**src/rtl/lstm_delta_seq.sv**
```systemverilog
// LSTM backward-pass delta sequencer: computes the cell-state delta and the four gate
// deltas in saturating fixed point on one or two shared multipliers.
module lstm_delta_seq #(
    parameter int unsigned WIDTH = 32,
    parameter int unsigned FRAC  = 24,
    parameter int unsigned NMUL  = 1
) (
    input  logic                    clk,
    input  logic                    rst,
    input  logic                    in_valid,
    output logic                    in_ready,
    input  logic signed [WIDTH-1:0] at,
    input  logic signed [WIDTH-1:0] it,
    input  logic signed [WIDTH-1:0] ft,
    input  logic signed [WIDTH-1:0] ot,
    input  logic signed [WIDTH-1:0] tanh_s,
    input  logic signed [WIDTH-1:0] c_prev,
    input  logic signed [WIDTH-1:0] d_h,
    input  logic signed [WIDTH-1:0] d_state_next,
    input  logic signed [WIDTH-1:0] f_next,
    input  logic                    last,
    output logic                    out_valid,
    input  logic                    out_ready,
    output logic signed [WIDTH-1:0] d_state,
    output logic signed [WIDTH-1:0] d_a,
    output logic signed [WIDTH-1:0] d_i,
    output logic signed [WIDTH-1:0] d_f,
    output logic signed [WIDTH-1:0] d_o,
    output logic                    sat,
    output logic                    busy
);

    localparam int unsigned NOPS  = 16;
    localparam int unsigned STEPS = NOPS / NMUL;
    localparam int unsigned CW    = 4;
    localparam logic signed [WIDTH-1:0] ONE  = WIDTH'(1) << FRAC;
    localparam logic signed [WIDTH-1:0] MAXV = {1'b0, {(WIDTH-1){1'b1}}};
    localparam logic signed [WIDTH-1:0] MINV = {1'b1, {(WIDTH-1){1'b0}}};

    typedef struct packed {
        logic                    s;
        logic signed [WIDTH-1:0] v;
    } res_t;

    typedef enum logic [1:0] {S_IDLE, S_CALC, S_DONE} state_t;

    // Full-width product, floor-shifted by FRAC, clamped to the data range.
    function automatic res_t sat_mul(input logic signed [WIDTH-1:0] a,
                                     input logic signed [WIDTH-1:0] b);
        logic signed [2*WIDTH-1:0] p;
        logic signed [2*WIDTH-1:0] q;
        res_t r;
        p = (2*WIDTH)'(a) * (2*WIDTH)'(b);
        q = p >>> FRAC;
        r.s = 1'b0;
        r.v = q[WIDTH-1:0];
        if (q > (2*WIDTH)'(MAXV)) begin
            r.s = 1'b1;
            r.v = MAXV;
        end else if (q < (2*WIDTH)'(MINV)) begin
            r.s = 1'b1;
            r.v = MINV;
        end
        return r;
    endfunction

    function automatic res_t sat_addsub(input logic signed [WIDTH-1:0] a,
                                        input logic signed [WIDTH-1:0] b,
                                        input logic                    sub);
        logic signed [WIDTH:0] s;
        res_t r;
        s = sub ? ((WIDTH+1)'(a) - (WIDTH+1)'(b)) : ((WIDTH+1)'(a) + (WIDTH+1)'(b));
        r.s = 1'b0;
        r.v = s[WIDTH-1:0];
        if (s[WIDTH] != s[WIDTH-1]) begin
            r.s = 1'b1;
            r.v = s[WIDTH] ? MINV : MAXV;
        end
        return r;
    endfunction

    state_t          state, state_nx;
    logic [CW-1:0]   cnt, cnt_nx;
    logic            wb, wb_nx;
    logic            out_valid_nx, in_ready_nx, busy_nx;
    logic            acc_c, calc_c, wb_c;

    logic signed [WIDTH-1:0] at_r, it_r, ft_r, ot_r, ts_r, cp_r, dh_r, dsn_r, fn_r;
    logic                    last_r;
    logic signed [WIDTH-1:0] prod_r [NOPS];

    res_t            g_c, oma_c, omi_c, omf_c, omo_c, ds_c;
    logic [CW-1:0]   op_idx [2];
    logic signed [WIDTH-1:0] mul_a [2];
    logic signed [WIDTH-1:0] mul_b [2];
    res_t            mres [2];
    logic            step_sat_c, addsub_sat_c;

    assign acc_c  = (state == S_IDLE) && in_valid;
    assign calc_c = (state == S_CALC) && !wb;
    assign wb_c   = (state == S_CALC) && wb;

    // Add/sub terms, all formed from registered operands and earlier products.
    always_comb begin
        g_c   = sat_addsub(ONE, prod_r[0], 1'b1);
        oma_c = sat_addsub(ONE, prod_r[4], 1'b1);
        omi_c = sat_addsub(ONE, it_r, 1'b1);
        omf_c = sat_addsub(ONE, ft_r, 1'b1);
        omo_c = sat_addsub(ONE, ot_r, 1'b1);
        ds_c  = sat_addsub(prod_r[2], last_r ? '0 : prod_r[3], 1'b0);
        addsub_sat_c = g_c.s | oma_c.s | omi_c.s | omf_c.s | omo_c.s | ds_c.s;
    end

    // Multiply schedule: lane l of step cnt issues op cnt*NMUL+l; every op only
    // depends on products finished in an earlier step.
    always_comb begin
        step_sat_c = 1'b0;
        for (int unsigned l = 0; l < 2; l++) begin
            op_idx[l] = CW'(cnt * NMUL + l);
            mul_a[l]  = '0;
            mul_b[l]  = '0;
            case (op_idx[l])
                4'd0:  begin mul_a[l] = ts_r;       mul_b[l] = ts_r;       end
                4'd1:  begin mul_a[l] = dh_r;       mul_b[l] = ot_r;       end
                4'd2:  begin mul_a[l] = prod_r[1];  mul_b[l] = g_c.v;      end
                4'd3:  begin mul_a[l] = dsn_r;      mul_b[l] = fn_r;       end
                4'd4:  begin mul_a[l] = at_r;       mul_b[l] = at_r;       end
                4'd5:  begin mul_a[l] = it_r;       mul_b[l] = omi_c.v;    end
                4'd6:  begin mul_a[l] = ft_r;       mul_b[l] = omf_c.v;    end
                4'd7:  begin mul_a[l] = ot_r;       mul_b[l] = omo_c.v;    end
                4'd8:  begin mul_a[l] = dh_r;       mul_b[l] = ts_r;       end
                4'd9:  begin mul_a[l] = ds_c.v;     mul_b[l] = it_r;       end
                4'd10: begin mul_a[l] = ds_c.v;     mul_b[l] = at_r;       end
                4'd11: begin mul_a[l] = ds_c.v;     mul_b[l] = cp_r;       end
                4'd12: begin mul_a[l] = prod_r[9];  mul_b[l] = oma_c.v;    end
                4'd13: begin mul_a[l] = prod_r[10]; mul_b[l] = prod_r[5];  end
                4'd14: begin mul_a[l] = prod_r[11]; mul_b[l] = prod_r[6];  end
                4'd15: begin mul_a[l] = prod_r[8];  mul_b[l] = prod_r[7];  end
                default: ;
            endcase
            mres[l] = sat_mul(mul_a[l], mul_b[l]);
            // The recurrent product does not exist on the final timestep.
            if (l < NMUL && !(op_idx[l] == CW'(3) && last_r))
                step_sat_c = step_sat_c | mres[l].s;
        end
    end

    // Next-state logic; CALC ends with one writeback cycle after the last step.
    always_comb begin
        state_nx = state;
        cnt_nx   = cnt;
        wb_nx    = wb;
        case (state)
            S_IDLE: begin
                if (in_valid) begin
                    state_nx = S_CALC;
                    cnt_nx   = '0;
                    wb_nx    = 1'b0;
                end
            end
            S_CALC: begin
                if (wb) begin
                    state_nx = S_DONE;
                    wb_nx    = 1'b0;
                end else if (cnt == CW'(STEPS - 1)) begin
                    wb_nx  = 1'b1;
                    cnt_nx = '0;
                end else begin
                    cnt_nx = cnt + CW'(1);
                end
            end
            S_DONE: begin
                if (out_ready)
                    state_nx = S_IDLE;
            end
            default: state_nx = S_IDLE;
        endcase
        out_valid_nx = (state_nx == S_DONE);
        in_ready_nx  = (state_nx == S_IDLE);
        busy_nx      = (state_nx != S_IDLE);
    end

    // Control and result registers.
    always_ff @(posedge clk) begin
        if (rst) begin
            state     <= S_IDLE;
            cnt       <= '0;
            wb        <= 1'b0;
            out_valid <= 1'b0;
            in_ready  <= 1'b1;
            busy      <= 1'b0;
            sat       <= 1'b0;
            d_state   <= '0;
            d_a       <= '0;
            d_i       <= '0;
            d_f       <= '0;
            d_o       <= '0;
        end else begin
            state     <= state_nx;
            cnt       <= cnt_nx;
            wb        <= wb_nx;
            out_valid <= out_valid_nx;
            in_ready  <= in_ready_nx;
            busy      <= busy_nx;
            if (acc_c)
                sat <= 1'b0;
            else if (calc_c)
                sat <= sat | step_sat_c;
            else if (wb_c)
                sat <= sat | addsub_sat_c;
            if (wb_c) begin
                d_state <= ds_c.v;
                d_a     <= prod_r[12];
                d_i     <= prod_r[13];
                d_f     <= prod_r[14];
                d_o     <= prod_r[15];
            end
        end
    end

    // Operand capture and product storage.
    always_ff @(posedge clk) begin
        if (acc_c) begin
            at_r   <= at;
            it_r   <= it;
            ft_r   <= ft;
            ot_r   <= ot;
            ts_r   <= tanh_s;
            cp_r   <= c_prev;
            dh_r   <= d_h;
            dsn_r  <= d_state_next;
            fn_r   <= f_next;
            last_r <= last;
        end
        if (calc_c) begin
            for (int unsigned l = 0; l < NMUL; l++)
                prod_r[op_idx[l]] <= mres[l].v;
        end
    end

endmodule

```
**config.mk**
```make
export PLATFORM = sky130hd
export DESIGN_NAME = lstm_delta_seq
export DESIGN_NICKNAME = d
export VERILOG_FILES = /design/src/rtl/lstm_delta_seq.sv
export SDC_FILE = /design/constraint.sdc
export NUM_CORES = 2
export LEC_CHECK = 0
export ABC_AREA = 1
export BUFFER_PORTS_ARGS = -buffer_cell sky130_fd_sc_hd__buf_2
export CAP_MARGIN = 20
export CORE_MARGIN = 4
export CORE_UTILIZATION = 55
export CTS_BUF_LIST = sky130_fd_sc_hd__clkbuf_16
export DETAILED_ROUTE_END_ITERATION = 8
export GPL_TIMING_DRIVEN = 1
export PLACE_DENSITY_LB_ADDON = 0.2
export SETUP_SLACK_MARGIN = 0.2
export SLEW_MARGIN = 10
export SYNTH_ARGS = -nofsm -noshare
export SYNTH_HDL_FRONTEND = slang
export SYNTH_SLANG_ARGS = --single-unit
```
**constraint.sdc**
```tcl
create_clock -name clk -period 14.35 [get_ports clk]
set_input_delay 0.7175 -clock clk [delete_from_list [all_inputs] [get_ports clk]]
set_output_delay 0.7175 -clock clk [all_outputs]
set_load 0.03 [all_outputs]
```
**Yosys cells after proc, flatten, opt, wreduce, memory -nomap -nowiden**

Memories as Yosys holds them, arrays and structs flattened. A register that Yosys moved wholly into a read port is not among the register bits.
Index checks and enable logic that the tools add are counted.

- Input port bits: 293
- Output and inout bits: 164
- Memory bits (writable): 512
- Bits in latches: 0
- Memories kept: 1
- Logic and storage cells: 114
- Bits in registers: 332
- ROM bits: 0

Memory list:

| name | words | bits a word | rd ports | clocked after Yosys merged registers in | write ports | line | source |
|---|---|---|---|---|---|---|---|
| prod_r | 16 | 32 | 16 | 4 | 1 | 90 | `logic signed [WIDTH-1:0] prod_r [NOPS];` |

- Order comparisons: 2
- Reduce and logical (&&, ||, !) cells: 18
- Multiply operators: 1
- Add/sub/neg operators: 7
- Div/mod/pow operators: 0
- Shift operators: 0
- Mux-type cells: 34
- Bitwise gates (word level): 7
- Eq/ne operators: 26

Operators by type and width:

| operator | count |
|---|---|
| one-hot mux 32 bit (14 select lines) | 1 |
| one-hot mux 32 bit (13 select lines) | 1 |
| 2-to-1 mux 33 bit | 8 |
| 2-to-1 mux 32 bit | 7 |
| subtractor 26 x 32 -> 33 bit (first input constant) | 5 |
| multiplier 32 x 32 -> 64 bit | 1 |
| > comparator 40 x 32 -> 1 bit (second input constant) | 1 |
| less-than comparator 40 x 32 -> 1 bit (second input constant) | 1 |
| adder 32 x 32 -> 33 bit | 1 |
| == test 4 bit (second input constant) | 8 |
| == test 4 x 3 -> 1 bit (second input constant) | 4 |
| 2-to-1 mux 4 bit | 3 |
| == test 4 x 2 -> 1 bit (second input constant) | 2 |
| 2-to-1 mux 1 bit | 8 |
| one-hot mux 4 bit (2 select lines) | 1 |
| OR reduction 2 bit | 4 |
| OR 1 bit | 7 |
| 2-to-1 mux 2 bit | 3 |
| != test 1 bit | 6 |
| one-hot mux 2 bit (3 select lines) | 1 |
| nonzero test 2 bit | 3 |
| adder 4 x 1 -> 4 bit (second input constant) | 1 |
| == test 2 bit (second input constant) | 2 |
| == test 4 x 1 -> 1 bit (second input constant) | 1 |
| other kinds (10) | 15 |

**Longest topological paths before layout**

- Word-level depth: 12
- Depth in mapped cells: 70
- Mapped depth without buffers: 67

**Worst setup path after synthesis**

OpenSTA, ideal clock, no wires.

- Kind: register to register
- Start point: reg ot_r[2]
- End point: mem prod_r[0][10] (data pin)
- Period minus slack after synthesis: 12.106 ns
- Arrival: 11.786 ns
- Path buffers: 4
- Setup time: 0.320 ns
- Required time: 14.030 ns
- Slack: 2.244 ns
- Stages on the path, launching flop included: 61
- Cell sequence: edfxtp_1 -> nor3_2 -> nand2_1 -> inv_1 -> nand2_1 -> inv_2 -> nand2_1 -> nor2_2 -> nand2_1 -> nor3_2 -> nand2_1 -> nor3_1 -> inv_1 -> nor2_1 -> nand2_1 -> o21ai_2 -> nand3_1 -> nor3_1 -> [25 not listed] -> fa_1 -> inv_1 -> fa_1 -> ha_1 -> a21oi_1 -> inv_1 -> a21oi_1 -> a21boi_0 -> o21ai_0 -> a211oi_1 -> nand3b_1 -> nand2_1 -> nand3_1 -> nor2_1 -> nand3_1 -> nand2_1 -> buf_4 -> nand2_1

RTL lines:

| item | line | source |
|---|---|---|
| from (decl) | 88 | `logic signed [WIDTH-1:0] at_r, it_r, ft_r, ot_r, ts_r, cp_r, dh_r, dsn_r, fn_r;` |
| from (signal assigned) | 227 | `ot_r <= ot;` |
| to (decl) | 90 |  |

==> summary.md <==
| Metric | Value |
|---|---|
| Worst-case reg-to-reg path depth | 53 |
| Crit Path Category | flip-flop to flip-flop |
| Syn avg cell area | 9.54 µm² |
| Maximum root-to-sink buffer count | 3 |
| Drt wl/cell | 31.2 µm |
| Core Area | roughly 140000 µm² |
| Largest net degree at the start of global routing | between 100 and 150 |
| Met1 WL | roughly 130000 µm |
| First-pass GRT wire length | between 400000 and 500000 µm |
| Post-Syn Nets | 9801 |
| Yosys reg bits | 972 |
| DR vias/cell | 6.09 |
| Vias in the first global route | 65300 |
| Unique masters post-synth | 67 |
| Setup TNS Final | 0 ns |
| Final Cycle Share | 96.2% |
| Rel. slew slack | under 10% |
| Hold path cells | 1 |
| Initial core utilization | 55.3% |
| Initial antenna violation count | approximately 50 |
| Measured slew at the worst slew-check pin | ~1.4 ns |
| Congestion Overflow GR | 0 |
| Failing checks | DRC |
| Most frequent CP cell | nand2_1 |
| Origin of the worst min-delay path | tanh_s[9] |
| Sink Count | 972 |
| EDFF count, synth | around 800 |
| Crit Path Max Fanout | 32 |
| RR Endpoint | prod_r[0][27]$_DFFE_PP_ |
| Clock Latency Late Sink | 0.74 ns |
| Area of the multi-input gates | 43800 µm² |
| Crit Reg-Reg Startpoint | prod_r[4][0]$_DFFE_PP_ |
| Critical Path Start | prod_r[4][0]$_DFFE_PP_ |
| Top routing layer in use | met5 |
| Port bufs | approximately 460 |
| Detailed Place HPWL | approximately 280000 µm |
| Post-synth top flop | edfxtp_1 |
| DRC Markers | 4 |
| Crit path to | prod_r[0][27]$_DFFE_PP_ |
| Synth Cell Area | approximately 78000 µm² |
| CP Capture Type | flip-flop |
| Tightest Hold Check Type | input port to flip-flop |
| Cts bufs inserted | 87 |
| Clk slew on worst S/H paths | 0.07 ns |
| CP max stage cell | o21ai_0 |
| Number of routed nets with antenna violations | 0 |
| Clock Tree Root | clkbuf_16 |
| DIE HEIGHT | between 300 and 400 µm |
| Hold Vio Cnt, Final | 0 |
| H-tree Lvls | 3 |
| Wire length on met3 | about 60000 µm |
| Fin. max-slew vios | 0 |
| Post-layout min period | roughly 14 ns |
| Core Util, Final | 64.5% |
| RD Place Congestion | between 1 and 1.5 |
| Register area | between 20000 and 30000 µm² |
| CTS tree | yes |
| Vias | 67800 |
| R2R setup slack | 0.55 ns |
| Critical Path RT | 14.89 ns |
| Endpoints failing setup | 0 |
| Area growth syn-to-layout | 16.7% |
| Fillers | roughly 12000 |
| Synth Instances | roughly 8200 |
| Met2 wire length | 138000 µm |
| DR iter-0 viols | 10400 |
| Max Cap Viol | 0 |
| Yosys warns | 0 |
| Detailed-router iteration count before antenna repair | 9 |
| Skew final | 0.0539 ns |
| DRT Wirelength | 347000 µm |
| Ports | 457 |
| Die W | 385 µm |
| Tot GR Track Use | 46.7% |
| Row count | 138 |
| RSZ-0062 raised after global routing | no |
| Fin cells | roughly 11000 |
| Slowest stage delay, CP | 0.76 ns |
| DP Cell Count | 10900 |
| Status | finished, violations left |
| FMAX | 72.5 MHz |
| CP startpoint kind | flip-flop |
| Seq/Total Area, Yosys | 35.1% |
| Critical Path AT | 14.34 ns |
| Async SR Flop Fraction | 0% |
| Die footprint | 148000 µm² |
| # nets final | 10800 |
| Layout cells sized above 1 | 16.6% |
-- final cells by class --
class                      instances  area share, %
tap                             1890           2.59
antenna                           24         0.0658
multi-input combinational       5294           48.0
clock buffer                      89           2.44
sequential                       972           30.1
timing repair inverter             1        0.00549
inverter                        1603           6.65
timing repair buffer            1186           9.34
clock inverter                    75          0.754
-- cell usage in the layout (no fill, tap or decap), types with 23 or more instances in the layout --
cell,netlist,final
nor2_1,900,883
dfxtp_1,171,171
fa_1,1083,1083
nor3_1,57,55
a22oi_1,72,69
inv_1,1560,1558
buf_12,0,58
xor2_1,74,74
o22ai_1,46,46
xnor2_1,30,30
a221oi_1,83,82
inv_2,31,33
o21ai_0,240,222
clkbuf_16,0,89
nor2_2,19,25
nand4_1,49,49
buf_4,6,666
nand3_1,151,151
o21ai_1,31,23
a31oi_1,33,33
nand2_1,1516,1511
ha_1,230,228
o21ai_2,8,30
a21oi_1,419,417
diode_2,0,24
buf_2,14,455
edfxtp_1,801,801
clkinv_1,11,27
-- metrics by stage --
stage / hold slack [ns] / cell area (µm²) / setup slack, ns
final: 0.158 / 91200 / 0.548
after global routing: 0.160 / 91200 / 0.199
after CTS: 0.145 / 90800 / 0.252
after detailed placement: 0.454 / 87900 / 0.229
after global placement: 0.451 / 87900 / 0.0738
after floorplan: 0.475 / 78200 / 2.24
-- worst max-delay path, delay by kind of cell, from the launching register on --
kind	cells	cell delay [ns]
compound gates	11	3.60
simple gates	22	3.27
fa+ha+maj	10	4.50
xor+xnor	1	0.21
buf+inv	9	1.58
flops	1	0.41
-- routing by layer --
layer,vias to the layer above,global-route usage [%]
met1,33500,63.2
met5,-,1.52
met3,1040,22.0
met4,62,22.5
li1,27800,-
met2,5441,63.0
-- how the worst min path moves through the flow --
stage | end | slack, ns
6_report | ts_r[9]$_DFFE_PP_ | 0.16
5_1_grt | dsn_r[29]$_DFFE_PP_ | 0.16
4_1_cts | cp_r[27]$_DFFE_PP_ | 0.15
3_5_place_dp | d_a[5]$_SDFFE_PP0P_ | 0.45
3_3_place_gp | d_f[3]$_SDFFE_PP0P_ | 0.45
2_1_floorplan | d_a[0]$_SDFFE_PP0P_ | 0.48
-- registers in the layout, indices dropped and copies added, names as in the netlist, 2 cells and up --
signal   cells
d_f         32
at_r        32
ft_r        32
dh_r        32
d_o         32
ot_r        32
it_r        32
cp_r        32
fn_r        32
prod_r     512
d_a         32
ts_r        32
cnt          4
dsn_r       32
state        2
d_i         32
d_state     32
-- cell families after synthesis --
logic type	synth area share (%)
simple gates	14.4
buf+inv	9.38
fa+ha+maj	31.4
compound gates	8.48
flops	35.1
xor+xnor	1.17
-- cells in the mapped netlist, types with 6 or more instances --
| library cell | n | area [µm²] |
|---|---|---|
| o21ai_1 | 31 | 155 |
| nand2_2 | 16 | 100 |
| o211ai_1 | 14 | 105 |
| nor2_1 | 900 | 3380 |
| buf_4 | 6 | 45.0 |
| o21a_1 | 20 | 150 |
| o2111ai_1 | 18 | 158 |
| nand4_1 | 49 | 307 |
| a21oi_1 | 419 | 2100 |
| dfxtp_1 | 171 | 3420 |
| a2111oi_0 | 29 | 254 |
| o21bai_1 | 18 | 135 |
| nand3_1 | 151 | 756 |
| fa_1 | 1083 | 21700 |
| nor3_2 | 8 | 80.1 |
| buf_2 | 14 | 70.1 |
| edfxtp_1 | 801 | 24100 |
| buf_1 | 33 | 124 |
| nor3_1 | 57 | 285 |
| or2_2 | 14 | 87.6 |
| xor2_1 | 74 | 648 |
| o31ai_1 | 10 | 75.1 |
| nor4_1 | 17 | 106 |
| a211oi_1 | 9 | 67.6 |
| o21ai_0 | 240 | 1200 |
| o22ai_1 | 46 | 288 |
| buf_6 | 7 | 78.8 |
| a31oi_1 | 33 | 206 |
| nand2_1 | 1516 | 5690 |
| a22oi_1 | 72 | 541 |
| nor2_2 | 19 | 119 |
| a221oi_1 | 83 | 727 |
| xnor2_1 | 30 | 263 |
| clkbuf_1 | 266 | 998 |
| clkinv_1 | 11 | 41.3 |
| inv_2 | 31 | 116 |
| o21ai_2 | 8 | 70.1 |
| inv_1 | 1560 | 5860 |
| ha_1 | 230 | 2880 |
| a22o_1 | 18 | 158 |
-- what timing repair did --
action                     4_1_cts  5_1_grt
pin swaps                        0        3
hold buffers                     0        0
buffers inserted                 0       14
resized for setup                1       40
gates cloned                     0        1
hold endpoints to repair         0        0
setup endpoints to repair       17      513
Power is not shown: default switching activity piles up to over one toggle a cycle in this logic, so the estimate is an artifact.
